[config.mk]
export PLATFORM = sky130hd
export DESIGN_NAME = pingpong_rd_sched
export DESIGN_NICKNAME = d
export VERILOG_FILES = /design/src/rtl/pingpong_rd_sched_pkg.sv /design/src/rtl/pingpong_rd_sched_rr_arbiter.sv /design/src/rtl/pingpong_rd_sched.sv
export SDC_FILE = /design/constraint.sdc
export NUM_CORES = 1
export LEC_CHECK = 0
export BUFFER_PORTS_ARGS = -buffer_cell sky130_fd_sc_hd__buf_4
export CORE_MARGIN = 2
export CORE_UTILIZATION = 47
export DETAILED_ROUTE_END_ITERATION = 12
export PLACE_DENSITY = 0.76
export SYNTH_ARGS = -nofsm -noshare
export SYNTH_HDL_FRONTEND = slang
export SYNTH_HIERARCHICAL = 1
export SYNTH_SLANG_ARGS = --single-unit
export TNS_END_PERCENT = 10
[constraint.sdc]
create_clock -name rd_clk -period 2.5 [get_ports rd_clk]
set_clock_uncertainty 0.2 [all_clocks]
set_input_delay 0.375 -clock rd_clk [delete_from_list [all_inputs] [get_ports rd_clk]]
set_output_delay 0.375 -clock rd_clk [all_outputs]
set_load 0.05 [all_outputs]
[src/rtl/pingpong_rd_sched_pkg.sv]
// rtl/pingpong_rd_sched_pkg.sv - FSM encoding and sizing helpers shared by the read scheduler
package pingpong_rd_sched_pkg;

  localparam logic [4:0] S_IDLE = 5'b00001;
  localparam logic [4:0] S_ARB  = 5'b00010;
  localparam logic [4:0] S_READ = 5'b00100;
  localparam logic [4:0] S_LAST = 5'b01000;
  localparam logic [4:0] S_DONE = 5'b10000;

  localparam int NUM_REQ_MIN = 2;
  localparam int NUM_REQ_MAX = 8;

  function automatic int burst_cnt_w(input int burst_len);
    return $clog2(burst_len + 1);
  endfunction

  function automatic bit num_req_ok(input int n);
    return (n >= NUM_REQ_MIN) && (n <= NUM_REQ_MAX);
  endfunction

endpackage

[src/rtl/pingpong_rd_sched_rr_arbiter.sv]
// rtl/pingpong_rd_sched_rr_arbiter.sv - round-robin arbiter; search starts at the slot after the last winner
module rr_arbiter #(
  parameter int N = 4
) (
  input  logic         clk,
  input  logic         rst_n,
  input  logic [N-1:0] req,
  input  logic         advance,
  output logic [N-1:0] win
);

  localparam int PW = $clog2(N);

  logic [PW-1:0] r_ptr;
  logic [PW-1:0] w_idx;
  logic [PW-1:0] w_cand;
  logic          w_found;

  always_comb begin
    win     = '0;
    w_idx   = r_ptr;
    w_cand  = '0;
    w_found = 1'b0;
    for (int k = 0; k < N; k++) begin
      w_cand = PW'((int'(r_ptr) + k) % N);
      if (!w_found && req[w_cand]) begin
        w_found     = 1'b1;
        win[w_cand] = 1'b1;
        w_idx       = w_cand;
      end
    end
  end

  always_ff @(posedge clk or negedge rst_n) begin
    if (!rst_n) begin
      r_ptr <= '0;
    end else if (advance && w_found) begin
      r_ptr <= (w_idx == PW'(N - 1)) ? '0 : w_idx + PW'(1);
    end
  end

endmodule

[src/rtl/pingpong_rd_sched.sv]
// rtl/pingpong_rd_sched.sv - ping-pong bank read scheduler with round-robin consumer bursts
// Optional PP_SCHED_WORDCNT_EN adds the word_cnt / word_cnt_clr delivered-word counter.
module pingpong_rd_sched
  import pingpong_rd_sched_pkg::*;
#(
  parameter int DATA_SIZE = 16,
  parameter int NUM_REQ   = 4,
  parameter int BURST_LEN = 64
) (
  input  logic                 rd_clk,
  input  logic                 rst_n,
  input  logic [1:0]           bank_rdy,
  input  logic [1:0]           bank_empty,
  input  logic [DATA_SIZE-1:0] bank_dout0,
  input  logic [DATA_SIZE-1:0] bank_dout1,
  input  logic [NUM_REQ-1:0]   req,
`ifdef PP_SCHED_WORDCNT_EN
  input  logic                 word_cnt_clr,
  output logic [31:0]          word_cnt,
`endif
  output logic [1:0]           rd_en,
  output logic [NUM_REQ-1:0]   gnt,
  output logic [DATA_SIZE-1:0] dout,
  output logic                 dout_vld,
  output logic                 dout_last,
  output logic                 busy
);

  localparam int               CNT_W   = burst_cnt_w(BURST_LEN);
  localparam logic [CNT_W-1:0] C_BURST = CNT_W'(BURST_LEN);

  if (!num_req_ok(NUM_REQ)) begin : g_bad_num_req
    $error("pingpong_rd_sched: NUM_REQ must be in 2..8");
  end

  logic [4:0]           r_state;
  logic [1:0]           r_armed;
  logic                 r_cur_bank;
  logic [NUM_REQ-1:0]   r_gnt;
  logic [CNT_W-1:0]     r_cnt;
  logic                 r_drained;
  logic                 r_rd_d1;
  logic [DATA_SIZE-1:0] r_dout;
  logic                 r_dout_vld;
  logic                 r_dout_last;

  logic [NUM_REQ-1:0]   w_win;
  logic                 w_sel_empty;
  logic                 w_win_req;
  logic                 w_rd;
  logic [1:0]           w_arm_clr;

  assign w_sel_empty = bank_empty[r_cur_bank];
  assign w_win_req   = |(req & r_gnt);
  assign w_rd        = (r_state == S_READ) && w_win_req && !w_sel_empty && (r_cnt < C_BURST);
  assign w_arm_clr   = (r_state == S_DONE && r_drained) ? (r_cur_bank ? 2'b10 : 2'b01) : 2'b00;

  rr_arbiter #(.N(NUM_REQ)) u_rr (
    .clk     (rd_clk),
    .rst_n   (rst_n),
    .req     (req),
    .advance (r_state == S_ARB),
    .win     (w_win)
  );

  // A burst ends on the cycle after its final strobe, once cnt or the empty flag shows it.
  always_ff @(posedge rd_clk or negedge rst_n) begin
    if (!rst_n) begin
      r_state    <= S_IDLE;
      r_armed    <= 2'b00;
      r_cur_bank <= 1'b0;
      r_gnt      <= '0;
      r_cnt      <= '0;
      r_drained  <= 1'b0;
    end else begin
      r_armed <= (r_armed & ~w_arm_clr) | bank_rdy;
      if (w_rd) r_cnt <= r_cnt + CNT_W'(1);
      case (r_state)
        S_IDLE: if (r_armed[r_cur_bank] && |req) r_state <= S_ARB;
        S_ARB: begin
          r_gnt     <= w_win;
          r_cnt     <= '0;
          r_drained <= 1'b0;
          r_state   <= (|w_win) ? S_READ : S_IDLE;
        end
        S_READ: begin
          if (w_sel_empty) r_drained <= 1'b1;
          if (r_cnt == C_BURST || (w_sel_empty && r_cnt != '0)) begin
            r_state <= S_LAST;
          end else if (w_sel_empty) begin
            r_gnt   <= '0;
            r_state <= S_DONE;
          end
        end
        S_LAST: begin
          r_gnt   <= '0;
          r_state <= S_DONE;
        end
        S_DONE: begin
          if (r_drained) r_cur_bank <= ~r_cur_bank;
          r_state <= S_IDLE;
        end
        default: r_state <= S_IDLE;
      endcase
    end
  end

  // Bank data arrives one cycle after the strobe and is captured into the output register.
  always_ff @(posedge rd_clk or negedge rst_n) begin
    if (!rst_n) begin
      r_rd_d1     <= 1'b0;
      r_dout      <= '0;
      r_dout_vld  <= 1'b0;
      r_dout_last <= 1'b0;
    end else begin
      r_rd_d1     <= w_rd;
      r_dout_vld  <= r_rd_d1;
      r_dout_last <= r_rd_d1 && (r_cnt == C_BURST || w_sel_empty);
      if (r_rd_d1) r_dout <= r_cur_bank ? bank_dout1 : bank_dout0;
    end
  end

`ifdef PP_SCHED_WORDCNT_EN
  logic [31:0] r_word_cnt;

  always_ff @(posedge rd_clk or negedge rst_n) begin
    if (!rst_n) begin
      r_word_cnt <= '0;
    end else if (word_cnt_clr) begin
      r_word_cnt <= '0;
    end else if (r_dout_vld) begin
      r_word_cnt <= r_word_cnt + 32'd1;
    end
  end

  assign word_cnt = r_word_cnt;
`endif

  assign rd_en     = {w_rd & r_cur_bank, w_rd & ~r_cur_bank};
  assign gnt       = r_gnt;
  assign dout      = r_dout;
  assign dout_vld  = r_dout_vld;
  assign dout_last = r_dout_last;
  assign busy      = (r_state != S_IDLE);

endmodule

==> flow_summary.yaml <==
outcome:
  status: "finished, violations left"
  violations: "negative setup slack"
die:
  ios: 67
  die_h_um: 75.46
  die_w_um: 75.46
  start_util_pct: 47.90
  num_rows: 26
  coreArea_mm2: 0.005010
  dieArea_mm2: 0.005693
synthesis:
  synth_area_leader_cell: "dfrtp_1"
  post_synth_num_cell_types: 50
  yosys-top-cells-area: "dfrtp_1, mux2i_1, a21oi_1, nor2_1, ha_1"
  syn_inst: 237
  yosys_warnings: 6
  yosysMostFrequentCell: "dfrtp_1"
  ys.flop_type: "dfrtp_1"
  yosys-top-cells-count: "dfrtp_1, nor2_1, a21oi_1, mux2i_1, o21ai_0"
  ys_ff_latch: 41
  ys_seq_area_share_pct: 42.81
  synth_edf_count: 0
  synthArstFlopShare_pct: 100.0
  syn_area_mm2: 0.002400
  yosys.area.top_type_share_pct: 41.71
  avgSynthCellArea_um2: 10.13
  syn_nets: 286
placed_design:
  dpl-instance-area_mm2: 0.003065
  place_ws_ns: -0.08745
  dpl.cell_count: 378
  dpl.hpwl_um: 4268
  place.gp.congestion: 0.9074
  place.port_buffers: 66
sta:
  final.period_utilization_pct: 102.5
  fmax_mhz: 390.2
  fin_crit_ns: 2.563
  finalHoldViolCount: 0
  worstMarginPinSlew_ns: 0.5187
  fin_ws_ns: -0.06283
  rsz0062_at_grt: "yes"
  report.final.setup_viol: 3
  finalMaxSlewViolations: 0
  slew_headroom_pct: 65.42
min_path:
  hp-start: "bank_rdy[1]"
  hold_class: "in -> reg"
  min_to: "r_armed[1]$_DFF_PN0_"
  holdPathStages: 2
drt:
  vias: 2228
  drc_errors: 0
  postRouteAntennaNets: 0
  routed_wl_um: 5939
  avgViaCountPerCell: 5.713
  first_iter_violations: 115
  wl_per_cell_um: 15.23
  firstDrtPassIters: 4
clocking:
  cts_tree: "yes"
  cts_made_buffers: 5
  clkSinkCount: 41
  clk-insertion-delay-late_ns: 0.30
  clock_path_buffers: 2
  cts-root-buf: "clkbuf_8"
  htreeDepth: 2
  clkTransAtPathRegs_ns: 0.08
final_layout:
  n_antenna_cell: 0
  area_growth_pct: 36.18
  design_area_mm2: 0.003268
  instances_no_fill: 390
  num-fill-cells: 413
  multi_input_area_mm2: 0.001378
  seqCellArea_mm2: 0.001027
  finalNetCount: 368
  layout-drive-gt1-share_pct: 36.56
worst_setup_path:
  rr_endpoint: "u_rr/r_ptr[1]$_DFFE_PN0P_"
  cpPeakStageDelay_ns: 0.56
  worstSetupEndpointType: "flip-flop"
  regToRegSetupSlack_ns: -0.06
  cpMostUsedCell: "buf_6"
  cp.required_ns: 2.49
  cp-start-kind: "flip-flop"
  reg2reg_depth: 8
  cp.buffers_inverters: 2
  arrival_ns: 2.55
  critPathTopFamily: "multiplexers"
  timing.rr.start: "u_rr/r_ptr[0]$_DFFE_PN0P_"
  critPathMaxFanout: 4
  crit_path_cell_trace: "buf_6 -> mux4_2 -> buf_6 -> or2_4 -> a41oi_2 -> o22ai_2 -> mux2_4 -> a22o_1"
  worst-setup-path-type: "reg -> reg"
  cp_slowest_cell: "mux4_2"
global_routing:
  grt_pass1_vias: 2000
  antenna_found_initial: 0
  grt_max_degree: 42
  grt_pass1_wl_um: 9170
  grtUsageTotal_pct: 21.47
  grt_overflow: 0
power_and_ir_drop:
  p_int_mw: 1.911
  clkPwrFrac_pct: 12.3
  power_frac_comb_pct: 61.0
  p_sw_mw: 1.572
  seq_power_share_pct: 26.7
  power.total_mw: 3.482
  peakVddDrop_uv: 1023
  power_switching_share_pct: 45.13
  p_leak_nw: 1.418
  cellPowerDensity_mw_per_mm2: 1066
run:
  cap_violations: 0
==> worst register-to-register path, stage by stage (launching register included) <==
cell	delay, ns
dfrtp_1	0.41
buf_6	0.14
mux4_2	0.56
buf_6	0.15
or2_4	0.25
a41oi_2	0.16
o22ai_2	0.10
mux2_4	0.30
a22o_1	0.19
==> through the flow <==
stage / hold slack [ns] / util [%] / setup TNS [ns]
after floorplan: -0.1206 / - / -0.9214
after global placement: 0.1838 / 61.19 / -0.002744
after detailed placement: 0.1844 / 61.19 / -0.1728
after CTS: 0.05121 / 64.34 / -0.007108
after global routing: 0.04667 / 65.23 / -0.4018
final: 0.05732 / 65.23 / -0.1146
==> power groups by stage <==
stage / clock network [mW] / registers [mW] / logic, mW
floorplan: 0 / 1.22 / 1.02
global placement: 0 / 0.933 / 1.80
detailed placement: 0 / 0.937 / 1.83
CTS: 0.436 / 0.926 / 1.96
global route: 0.471 / 0.950 / 2.26
finish: 0.428 / 0.929 / 2.13
==> repair_timing <==
action / in CTS / in global routing
cloned: 0 / 0
setup endpoints to repair: 3 / 8
hold endpoints to repair: 40 / 0
buffers inserted: 3 / 0
resized for setup: 10 / 10
pin swaps: 2 / 2
hold buffers: 1 / 0
==> routing by layer <==
layer	vias to the layer above	track usage (%)	part of all wire [%]
met5	-	0	0
met4	0	8.967	1.8
met3	15	5.423	8.0
met2	96	35.85	48
met1	1067	26.55	42
li1	1050	-	-
==> layout make-up <==
class / instances / share of cell area (%)
clock buffers: 5 / 2.106
inverters: 6 / 0.6891
well taps: 70 / 2.680
repair buffers: 87 / 20.41
clock inverters: 3 / 0.5360
multi-input cells: 178 / 42.15
flip-flops and latches: 41 / 31.43
==> placed cells by master, fill, tap and decap left out, drive strengths merged, types with 2 or more instances in the layout <==
master   synthesis  routed
a22o             7       7
o2111ai          2       2
nor2b            5       5
or2              2       2
or4              2       2
a21o             2       2
nor3b            2       2
o21ai           11      11
nor4             5       5
clkinv           0       2
nand2            7       7
nand3            6       6
o22ai            3       3
o31ai            3       3
dfrtp           40      40
mux2             3       3
a22oi            4       4
a41oi            2       2
inv              6       6
mux4             3       3
ha               7       7
a21oi           23      23
nor3             3       3
nor2            30      30
a221o            4       4
mux2i           24      24
buf              5      86
clkbuf           7       5
xnor2            2       2
and2             2       2
or3              2       2
==> flip-flops by register name (all words and copies together) (netlist names) <==
name,cells
dout,16
r_cnt,7
r_state,5
gnt,4
r_armed,2
u_rr/r_ptr,2
dout_last,1
dout_vld,1
r_cur_bank,1
r_drained,1
r_rd_d1,1
==> worst max path at each step <==
stage | to | slack (ns) | cells after the start | startpoint
detailed placement | r_state[0]$_DFFE_PN1P_ | -0.09 | 9 | u_rr/r_ptr[0]$_DFFE_PN0P_
CTS | u_rr/r_ptr[1]$_DFFE_PN0P_ | -0.007 | 7 | u_rr/r_ptr[0]$_DFFE_PN0P_
floorplan | u_rr/r_ptr[1]$_DFFE_PN0P_ | -0.21 | 9 | u_rr/r_ptr[0]$_DFFE_PN0P_
global route | r_state[0]$_DFFE_PN1P_ | -0.14 | 9 | u_rr/r_ptr[0]$_DFFE_PN0P_
global placement | r_state[2]$_DFFE_PN0P_ | -0.003 | 8 | u_rr/r_ptr[0]$_DFFE_PN0P_
finish | u_rr/r_ptr[1]$_DFFE_PN0P_ | -0.06 | 8 | u_rr/r_ptr[0]$_DFFE_PN0P_
==> cell families (layout without fill, tap and decap cells) <==
kind of cell	after synthesis	after routing	synth area share, %
compound gates	67	67	19.08
xor+xnor	2	2	0.7301
fa+ha+maj	7	7	3.649
buf+inv	18	101	3.545
flops	41	41	42.81
mux	30	30	14.75
simple gates	72	72	15.43
(Power assumes the default switching activity.)
